==> src/rtl/lcd_reader_pkg.sv <==
// Shared LCD1602 definitions: read-FSM states, bus constants, default timing.
// No logic of its own; no latency.
// No flow control; constants only.
package lcd_reader_pkg;

  typedef enum logic [2:0] {
    ST_IDLE,
    ST_SETUP,
    ST_EN_HI,
    ST_EN_LO,
    ST_DONE
  } lcd_rd_state_t;

  // Busy flag position in a BF/AC read, and RS encodings
  localparam int   LCD_BF_BIT   = 7;
  localparam logic LCD_RS_INSTR = 1'b0;
  localparam logic LCD_RS_DATA  = 1'b1;

  // Default bus timing in clock cycles, shared with the write path
  localparam int LCD_T_SETUP_DEF  = 2;
  localparam int LCD_T_EN_DEF     = 16;
  localparam int LCD_T_GAP_DEF    = 16;
  localparam int LCD_MAX_POLL_DEF = 1000;

  // Width of a down-counter that must hold (max phase length - 1)
  function automatic int phase_width(input int a, input int b, input int c);
    int m;
    m = (a > b) ? a : b;
    m = (m > c) ? m : c;
    return (m < 2) ? 1 : $clog2(m);
  endfunction

endpackage

==> src/rtl/lcd_reader_if.sv <==
// Request/response and LCD pin bundle for the read controller.
// Wires only; no latency.
// Requests are accepted only while oBusy is low; there is no queuing.
interface lcd_reader_if;
  logic       iReq;
  logic       iRS;
  logic       iPoll;
  logic [7:0] iLCD_DATA;
  logic       oBusy;
  logic       oDone;
  logic [7:0] oData;
  logic       oTimeout;
  logic       LCD_RS;
  logic       LCD_RW;
  logic       LCD_EN;

  // Requester side: issues reads, presents the pin data, watches results
  modport master (
    output iReq, iRS, iPoll, iLCD_DATA,
    input  oBusy, oDone, oData, oTimeout, LCD_RS, LCD_RW, LCD_EN
  );

  // Reader side
  modport slave (
    input  iReq, iRS, iPoll, iLCD_DATA,
    output oBusy, oDone, oData, oTimeout, LCD_RS, LCD_RW, LCD_EN
  );
endinterface

==> src/rtl/lcd_reader_phase_timer.sv <==
// Loadable down-counter timing one bus phase; tc is high while the count is zero.
// A load of N-1 gives a phase of N cycles; tc is combinational from the count.
// No backpressure; load overrides counting.
module lcd_phase_timer #(
  parameter int W = 4
) (
  input  logic         clk,
  input  logic         rst_n,
  input  logic         load,
  input  logic [W-1:0] load_val,
  output logic         tc
);

  logic [W-1:0] cnt;

  // Reload on phase entry, otherwise count down and hold at zero
  always_ff @(posedge clk) begin
    if (!rst_n) begin
      cnt <= '0;
    end else if (load) begin
      cnt <= load_val;
    end else if (cnt != '0) begin
      cnt <= cnt - 1'b1;
    end
  end

  assign tc = (cnt == '0);

endmodule

==> src/rtl/lcd_reader.sv <==
// HD44780 read controller: single BF/AC or data read, or busy-flag polling.
// oDone T_SETUP+T_EN+T_GAP+1 cycles after acceptance (n reads: n*(sum)+1).
// iReq is ignored while oBusy is high; no queuing.
module lcd_reader
  import lcd_reader_pkg::*;
#(
  parameter int T_SETUP  = LCD_T_SETUP_DEF,
  parameter int T_EN     = LCD_T_EN_DEF,
  parameter int T_GAP    = LCD_T_GAP_DEF,
  parameter int MAX_POLL = LCD_MAX_POLL_DEF
) (
  input logic         iCLK,
  input logic         iRST_N,
  lcd_reader_if.slave lcd
);

  localparam int PW = phase_width(T_SETUP, T_EN, T_GAP);
  localparam int CW = $clog2(MAX_POLL + 1);

  localparam logic [PW-1:0] LD_SETUP = PW'(T_SETUP - 1);
  localparam logic [PW-1:0] LD_EN    = PW'(T_EN - 1);
  localparam logic [PW-1:0] LD_GAP   = PW'(T_GAP - 1);
  localparam logic [CW-1:0] POLL_LAST = CW'(MAX_POLL - 1);
  localparam logic [CW-1:0] POLL_SAT  = CW'(MAX_POLL);

  lcd_rd_state_t  state;
  logic           poll_mode;
  logic [CW-1:0]  poll_cnt;
  logic           ph_load;
  logic [PW-1:0]  ph_val;
  logic           ph_tc;
  logic           again;

  // Another read is due when polling, the display still reports busy, and reads remain
  assign again = poll_mode && lcd.oData[LCD_BF_BIT] && (poll_cnt < POLL_LAST);

  // Select the phase length to load whenever the FSM enters a timed state
  always_comb begin
    ph_load = 1'b0;
    ph_val  = LD_SETUP;
    unique case (state)
      ST_IDLE: begin
        if (lcd.iReq) begin
          ph_load = 1'b1;
          ph_val  = LD_SETUP;
        end
      end
      ST_SETUP: begin
        if (ph_tc) begin
          ph_load = 1'b1;
          ph_val  = LD_EN;
        end
      end
      ST_EN_HI: begin
        if (ph_tc) begin
          ph_load = 1'b1;
          ph_val  = LD_GAP;
        end
      end
      ST_EN_LO: begin
        if (ph_tc) begin
          ph_load = 1'b1;
          ph_val  = LD_SETUP;
        end
      end
      default: ;
    endcase
  end

  lcd_phase_timer #(.W(PW)) u_phase (
    .clk      (iCLK),
    .rst_n    (iRST_N),
    .load     (ph_load),
    .load_val (ph_val),
    .tc       (ph_tc)
  );

  // Read-cycle FSM with registered bus controls, status and poll counter
  always_ff @(posedge iCLK) begin
    if (!iRST_N) begin
      state        <= ST_IDLE;
      poll_mode    <= 1'b0;
      poll_cnt     <= '0;
      lcd.oBusy    <= 1'b0;
      lcd.oDone    <= 1'b0;
      lcd.oData    <= 8'h00;
      lcd.oTimeout <= 1'b0;
      lcd.LCD_RS   <= 1'b0;
      lcd.LCD_RW   <= 1'b0;
      lcd.LCD_EN   <= 1'b0;
    end else begin
      unique case (state)
        ST_IDLE: begin
          lcd.LCD_RW <= 1'b0;
          lcd.LCD_EN <= 1'b0;
          if (lcd.iReq) begin
            // RS is latched here and only here, so it is stable across the EN pulse
            state      <= ST_SETUP;
            lcd.LCD_RS <= lcd.iRS;
            lcd.LCD_RW <= 1'b1;
            lcd.oBusy  <= 1'b1;
            poll_mode  <= lcd.iPoll && (lcd.iRS == LCD_RS_INSTR);
            poll_cnt   <= '0;
          end
        end
        ST_SETUP: begin
          if (ph_tc) begin
            state      <= ST_EN_HI;
            lcd.LCD_EN <= 1'b1;
          end
        end
        ST_EN_HI: begin
          if (ph_tc) begin
            // Capture on the falling-EN edge, while the LCD still drives the bus
            state      <= ST_EN_LO;
            lcd.LCD_EN <= 1'b0;
            lcd.oData  <= lcd.iLCD_DATA;
          end
        end
        ST_EN_LO: begin
          if (ph_tc) begin
            if (again) begin
              state <= ST_SETUP;
              if (poll_cnt != POLL_SAT) begin
                poll_cnt <= poll_cnt + 1'b1;
              end
            end else begin
              state        <= ST_DONE;
              lcd.LCD_RW   <= 1'b0;
              lcd.oDone    <= 1'b1;
              lcd.oTimeout <= poll_mode && lcd.oData[LCD_BF_BIT];
            end
          end
        end
        ST_DONE: begin
          state        <= ST_IDLE;
          lcd.oDone    <= 1'b0;
          lcd.oTimeout <= 1'b0;
          lcd.oBusy    <= 1'b0;
        end
        default: state <= ST_IDLE;
      endcase
    end
  end

endmodule

==> src/flat_wrapper.sv <==
// flat-port wrapper written by rule: the top's interface ports become plain ports
module lcd_reader_flat import lcd_reader_pkg::*;
#(
  parameter int T_SETUP  = LCD_T_SETUP_DEF,
  parameter int T_EN     = LCD_T_EN_DEF,
  parameter int T_GAP    = LCD_T_GAP_DEF,
  parameter int MAX_POLL = LCD_MAX_POLL_DEF
)
  (iCLK, iRST_N, lcd_iReq, lcd_iRS, lcd_iPoll, lcd_iLCD_DATA, lcd_oBusy, lcd_oDone, lcd_oData, lcd_oTimeout, lcd_LCD_RS, lcd_LCD_RW, lcd_LCD_EN);
  lcd_reader_if lcd_i ();
  input logic iCLK;
  input logic iRST_N;
  input wire logic [$bits(lcd_i.iReq)-1:0] lcd_iReq;
  input wire logic [$bits(lcd_i.iRS)-1:0] lcd_iRS;
  input wire logic [$bits(lcd_i.iPoll)-1:0] lcd_iPoll;
  input wire logic [$bits(lcd_i.iLCD_DATA)-1:0] lcd_iLCD_DATA;
  output wire logic [$bits(lcd_i.oBusy)-1:0] lcd_oBusy;
  output wire logic [$bits(lcd_i.oDone)-1:0] lcd_oDone;
  output wire logic [$bits(lcd_i.oData)-1:0] lcd_oData;
  output wire logic [$bits(lcd_i.oTimeout)-1:0] lcd_oTimeout;
  output wire logic [$bits(lcd_i.LCD_RS)-1:0] lcd_LCD_RS;
  output wire logic [$bits(lcd_i.LCD_RW)-1:0] lcd_LCD_RW;
  output wire logic [$bits(lcd_i.LCD_EN)-1:0] lcd_LCD_EN;
  assign lcd_i.iReq = lcd_iReq;
  assign lcd_i.iRS = lcd_iRS;
  assign lcd_i.iPoll = lcd_iPoll;
  assign lcd_i.iLCD_DATA = lcd_iLCD_DATA;
  assign lcd_oBusy = lcd_i.oBusy;
  assign lcd_oDone = lcd_i.oDone;
  assign lcd_oData = lcd_i.oData;
  assign lcd_oTimeout = lcd_i.oTimeout;
  assign lcd_LCD_RS = lcd_i.LCD_RS;
  assign lcd_LCD_RW = lcd_i.LCD_RW;
  assign lcd_LCD_EN = lcd_i.LCD_EN;
  lcd_reader #(.T_SETUP(T_SETUP), .T_EN(T_EN), .T_GAP(T_GAP), .MAX_POLL(MAX_POLL)) u_core (.iCLK(iCLK), .iRST_N(iRST_N), .lcd(lcd_i));
endmodule
==> config.mk <==
export PLATFORM = sky130hd
export DESIGN_NAME = lcd_reader_flat
export DESIGN_NICKNAME = d
export VERILOG_FILES = /design/src/rtl/lcd_reader_pkg.sv /design/src/rtl/lcd_reader_if.sv /design/src/rtl/lcd_reader_phase_timer.sv /design/src/rtl/lcd_reader.sv /design/src/flat_wrapper.sv
export SDC_FILE = /design/constraint.sdc
export NUM_CORES = 1
export LEC_CHECK = 0
export CORE_ASPECT_RATIO = 1.2
export CORE_MARGIN = 2
export CORE_UTILIZATION = 28
export DETAILED_ROUTE_END_ITERATION = 7
export GPL_ROUTABILITY_DRIVEN = 0
export PLACE_DENSITY = 0.58
export RECOVER_POWER = 50
export SLEW_MARGIN = 10
export SYNTH_ARGS = -nofsm -noshare
export SYNTH_HDL_FRONTEND = slang
export SYNTH_HIERARCHICAL = 1
export SYNTH_SLANG_ARGS = --single-unit
==> constraint.sdc <==
create_clock -name iCLK -period 2.2 [get_ports iCLK]
set_clock_uncertainty 0.05 [all_clocks]
set_input_delay 0.55 -clock iCLK [delete_from_list [all_inputs] [get_ports iCLK]]
set_output_delay 0.55 -clock iCLK [all_outputs]
set_load 0.01 [all_outputs]
Yosys cells after proc, flatten, opt, wreduce, memory -nomap -nowiden
Cells that the tools add are included.
{ "classes": {"order_cmp": 1, "n_shift": 0, "n_mul": 0, "reduce_logical": 21, "bitwise": 1, "n_mux": 32, "div": 0, "eq_ne": 12, "addsub": 2} }
{ "op_table": {"columns": ["cell", "count"], "rows": [
  ["$mux 10", 4],
  ["$pmux 10 s2", 1],
  ["$mux 4", 4],
  ["$mux 3", 5],
  ["$pmux 3 s4", 1],
  ["$mux 1", 11],
  ["$add 10x1->10 const B", 1],
  ["$lt 10x10->1 const B", 1],
  ["$ne 10x10->1 const B", 1],
  ["$ne 2x1->1 const B", 5],
  ["$pmux 1 s2", 5],
  ["$reduce_and 3->1", 3],
  ["$reduce_bool 2->1", 4],
  ["$eq 3x2->1 const B", 2],
  ["$reduce_and 2->1", 3],
  ["$reduce_and 5->1", 1],
  ["$logic_not 4->1", 1],
  ["$ne 2x2->1 const B", 2],
  ["$reduce_and 4->1", 1],
  ["$reduce_bool 4->1", 1],
  ["$sub 4x1->4 const B", 1],
  ["$eq 3x1->1 const B", 1],
  ["$eq 3x3->1 const B", 1],
  ["$logic_and 1x1->1", 3],
  ["other kinds (6)", 6]
]} }
{ "totals": {"ramBits": 0, "ff_bits": 32, "romBits": 0, "in_bits": 13, "elab_cells": 80, "latch_bits": 0, "mem_count": 0} }

Longest topological paths before layout
{ "depth": {"depth_word": 5, "ltp_mapped": 8, "ltp_nobuf": 7} }

Cells and area by module
Netlist, hierarchy kept.
{ "by_module_without_submodules": {"columns": ["mod", "cells_each", "area_each_um2", "seq_area_each_um2", "n_inst"], "rows": [
  ["lcd_reader", 155, 1410.1, 560.5, 1],
  ["lcd_phase_timer", 23, 230.2, 80.1, 1]
]} }

Worst setup path after synthesis
OpenSTA, ideal clock, no wires.
{ "synth_path": {"path_type": "register to register", "startpoint": "register u_core.u_phase.cnt[0]", "endpoint": "register u_core.poll_cnt[6]", "arrival_time_ps": 1938, "synth_period_minus_slack_ps": 2104, "stages_incl_launch_ff": 9, "path_buffers": 1, "setup_ps": 116, "setup_slack_ps": 96, "t_required_ps": 2034, "cell_sequence": "dfxtp_1 -> inv_1 -> ha_1 -> nor3b_4 -> and4b_1 -> buf_2 -> o22ai_1 -> o311a_1 -> a31o_2"} }
{ "synth_via": {"elab_chain_cells": 3} }
{ "synth_rtl": {"columns": ["item", "line_no", "rtl"], "rows": [
  ["start: declaration", "lcd_reader_phase_timer.sv:14", "logic [W-1:0] cnt;"],
  ["start signal: assignment", "lcd_reader_phase_timer.sv:21", "cnt <= load_val;"],
  ["start signal: assignment", "lcd_reader_phase_timer.sv:23", "cnt <= cnt - 1'b1;"],
  ["$logic_not 4->1", "lcd_reader_phase_timer.sv:27", "assign tc = (cnt == '0);"],
  ["named net u_core.ph_tc", "lcd_reader.sv:31", "logic ph_tc;"],
  ["$ne 2x1->1 (no source line)", null, null],
  ["$reduce_and 5->1 (no source line)", null, null],
  ["end signal: assignment", "lcd_reader.sv:125", "poll_cnt <= poll_cnt + 1'b1;"],
  ["end: declaration", "lcd_reader.sv:28", "logic [CW-1:0] poll_cnt;"]
]} }
The timed path passes the listed nets, and every way through them passes these cells.
A chain may end at the register's enable or synchronous reset.

Worst setup path after layout
{ "layout_path": {"startpoint": "register u_core.u_phase.cnt[0]", "endpoint": "register u_core.poll_cnt[9]"} }
Same word-level chain as after synthesis.

==> flow_summary.json <==
{
  "drt_drc_violations_left": 0,
  "detail_route.wirelength_mm": 3.46,
  "hold_path.class": "flip-flop to flip-flop",
  "antenna_left": 0,
  "synth.cells.most_frequent": "sky130_fd_sc_hd__dfxtp_1, sky130_fd_sc_hd__nand2_1, sky130_fd_sc_hd__nor2_1, sky130_fd_sc_hd__nor2b_1, sky130_fd_sc_hd__mux2i_1",
  "post_synth_num_cell_types": 48,
  "final_period_utilization_pct": 93.8,
  "worstReg2RegEnd": "u_core/poll_cnt[9]",
  "synth_top_area_share_pct": 39.1,
  "crit_path_max_fanout": 3,
  "yosys.cell_count.top_type": "sky130_fd_sc_hd__dfxtp_1",
  "worst_path_dominant_cell_family": "simple AND/OR/NAND/NOR gates",
  "area_of_the_core_mm2": 0.00567,
  "initial_standard_cell_utilization_of_the_core_pct": 28.9,
  "type_of_origin_of_the_critical_path": "flip-flop",
  "min_period_ns": 2.06,
  "detailedPlace.worstSlack_ns": -0.105,
  "instance_area_after_placement_mm2": 0.00204,
  "port-buffer-count": 26,
  "synth_area_per_cell_um2": 9.22,
  "drv_slew": 0,
  "setup_tns_ns": 0,
  "ir_drop_uv": 351,
  "numCtsBuffers": 5,
  "clk_pin_slew_worst_paths_ns": 0.07,
  "postSynthNetCount": 194,
  "setup_repair_after_global_routing_missed_its_margin": "no",
  "ff2ff_path_depth": 7,
  "num_antenna_cells": 0,
  "finish.instance_area_mm2": 0.00215,
  "layout_setup_ws_ns": 0.137,
  "tritoncts": "built",
  "vias": 1412,
  "wl_met2_mm": 1.62,
  "report.final.setup_viol": 0,
  "htree_num_levels": 2,
  "final_worst_hold_slack_ns": 0.408,
  "drt_iter0_drc": 53,
  "drt_pre_antenna_iters": 4,
  "cts_hold_repair.buffers": 0,
  "rows": 30,
  "critical_path.n_buffers_inverters": 1,
  "worstSkewPairLatency_ns": 0.28,
  "track_usage_pct": 11.6,
  "yosys_register_bits": 32,
  "min-delay-start": "u_core/poll_cnt[9]",
  "synth_seq_area_share_pct": 39.1,
  "critical-path-slowest-cell": "sky130_fd_sc_hd__or4_1",
  "largest_net_degree_at_the_start_of_global_routing": 25,
  "clock_sink_count": 32,
  "post_route_cells_drive_above_1_share_pct": 16.5,
  "wire_length_on_met1_mm": 1.66,
  "vias_in_the_first_global_route": 1322,
  "critical_path.reg2reg.startpoint": "u_core/u_phase/cnt[0]",
  "pwr_density_cell_mw_per_mm2": 890,
  "met3_routed_wirelength_um": 136,
  "cap_viol_max_count": 0,
  "die-height_um": 87.8,
  "antenna_found_initial": 0,
  "critPathRequiredTime_ns": 2.36,
  "synth-warning-count": 6,
  "max_freq_ghz": 0.485,
  "worst-r2r-setup-slack_ns": 0.14,
  "clock-root-buffer": "sky130_fd_sc_hd__clkbuf_8",
  "netlist_top_cells_area": "sky130_fd_sc_hd__dfxtp_1, sky130_fd_sc_hd__mux2i_1, sky130_fd_sc_hd__nor2b_1",
  "critical-path-max-stage-delay_ns": 0.48,
  "routed.top_layer": "met4",
  "grt_first_pass_wirelength_mm": 6.00,
  "worstHoldEndpoint": "u_core/poll_cnt[9]",
  "edff_count_synth": 0,
  "cellLeakagePower_uw": 0.000792,
  "class_of_the_most_critical_setup_path": "flip-flop to flip-flop",
  "cts.path.max_buffers": 2,
  "grt-ovfl-total": 0,
  "synth_top_flop_cell": "sky130_fd_sc_hd__dfxtp_1",
  "run_status": "finished clean",
  "path_cells": "inv_1 > ha_1 > nor3b_4 > and4b_1 > o2111ai_2 > or4_1 > a21oi_1",
  "synth_async_sr_flop_share_pct": 0,
  "finalHoldViolCount": 0,
  "netlist.top_cell.by_area": "sky130_fd_sc_hd__dfxtp_1",
  "syn_area_mm2": 0.00164,
  "area_delta_synth_final_pct": 30.9,
  "report.power.total_uw": 1910,
  "cp.arrival_ns": 2.22,
  "hold-path-cell-count": 2,
  "fin_nets": 233,
  "endpoint_kind": "flip-flop",
  "place_hpwl_mm": 2.54,
  "synthesis.instances": 178,
  "routedWlPerCell_um": 11.6,
  "horiz_die_dim_um": 73.9,
  "floorplan.io_pins": 27,
  "design.die.area_mm2": 0.00649,
  "route.detailed.vias_per_inst": 4.74
}
stage by stage:
| stage | utilization [%] | std cells |
|---|---|---|
| CTS | 37.6 | 296 |
| finish | 37.9 | 298 |
| floorplan | - | 178 |
| global route | 37.9 | 298 |
| global placement | 36.1 | 288 |
| detailed placement | 36.1 | 288 |
routing by layer:
layer	vias to the layer above	global-route usage [%]
met3	4	2.88
met1	659	14.9
li1	723	-
met5	-	0
met4	0	3.47
met2	26	19.2
cells by family (layout without fill, tap and decap cells):
group / after synthesis / after routing / synth area share, %
buffers and inverters: 16 / 56 / 5.11
AND/OR/NAND/NOR: 67 / 67 / 24.7
multiplexers: 12 / 12 / 7.48
XOR/XNOR: 4 / 4 / 2.14
flip-flops: 32 / 32 / 39.1
AO/OA/AOI/OAI: 43 / 43 / 19.0
other: 1 / 1 / 0.229
adder cells (fa/ha/maj): 3 / 3 / 2.29
flip-flops by register name, indices dropped and copies added, names as in the netlist:
| signal | cells |
|---|---|
| u_core/lcd.LCD_RS | 1 |
| u_core/lcd.oBusy | 1 |
| u_core/lcd.LCD_EN | 1 |
| u_core/poll_mode | 1 |
| u_core/lcd.oDone | 1 |
| u_core/poll_cnt | 10 |
| u_core/state | 3 |
| u_core/lcd.LCD_RW | 1 |
| u_core/lcd.oTimeout | 1 |
| u_core/lcd.oData | 8 |
| u_core/u_phase/cnt | 4 |
final cells by class:
type	count	area, µm²
Clock buffer	5	68.8
Clock inverter	3	18.8
Fill cell	600	3520
Inverter	6	22.5
Multi-Input combinational cell	130	922
Sequential cell	32	641
Tap cell	80	100
Timing Repair Buffer	42	374
worst reg2reg max path, delay by kind of cell (launching register included):
kind | cells | cell delay, ns
AND/OR/NAND/NOR | 3 | 1.03
adder cells (fa/ha/maj) | 1 | 0.19
buffers and inverters | 1 | 0.09
flip-flops | 1 | 0.32
AO/OA/AOI/OAI | 2 | 0.31
layout by cell type, fill, tap and decap left out, drive strengths merged, types with 2 or more instances in the layout:
| cell type | count |
|---|---|
| o311ai | 5 |
| xnor2 | 3 |
| a21oi | 7 |
| ha | 3 |
| mux2i | 10 |
| nor2b | 11 |
| nand3 | 7 |
| clkdlybuf4s50 | 11 |
| and3 | 2 |
| clkinv | 3 |
| mux2 | 2 |
| dlygate4sd3 | 15 |
| nand2 | 13 |
| a211oi | 2 |
| inv | 6 |
| nand2b | 4 |
| nor2 | 11 |
| or4 | 2 |
| o22ai | 4 |
| nor3b | 3 |
| o21ai | 9 |
| nand3b | 2 |
| nor3 | 3 |
| clkbuf | 7 |
| and2 | 4 |
| o31ai | 6 |
| a21boi | 2 |
| buf | 14 |
| dfxtp | 32 |
worst max-delay path by stage:
stage | from | endpoint | slack, ns | cells after the start
2_1_floorplan | u_core/u_phase/cnt[0] | u_core/poll_cnt[6] | 0.1 | 8
5_1_grt | u_core/u_phase/cnt[0] | u_core/poll_cnt[9] | 0.02 | 7
4_1_cts | u_core/u_phase/cnt[0] | u_core/poll_cnt[8] | 0.06 | 7
6_report | u_core/u_phase/cnt[0] | u_core/poll_cnt[9] | 0.14 | 7
3_3_place_gp | lcd_iReq | u_core/poll_cnt[6] | -0.10 | 5
3_5_place_dp | lcd_iReq | u_core/poll_cnt[6] | -0.10 | 5
what timing repair did:
item,in CTS,in global routing
setup endpoints to repair,0,6
buffers inserted,0,2
gates resized for setup,0,1
hold endpoints to repair,0,0
where the power goes:
part	switching [µW]	total, µW	leakage, µW	internal, µW
Clock	230	450	0.0000479	220
Combinational	348	722	0.000484	374
Sequential	78.9	738	0.000260	659
Total	656	1910	0.000792	1250
(Power assumes the default switching activity.)
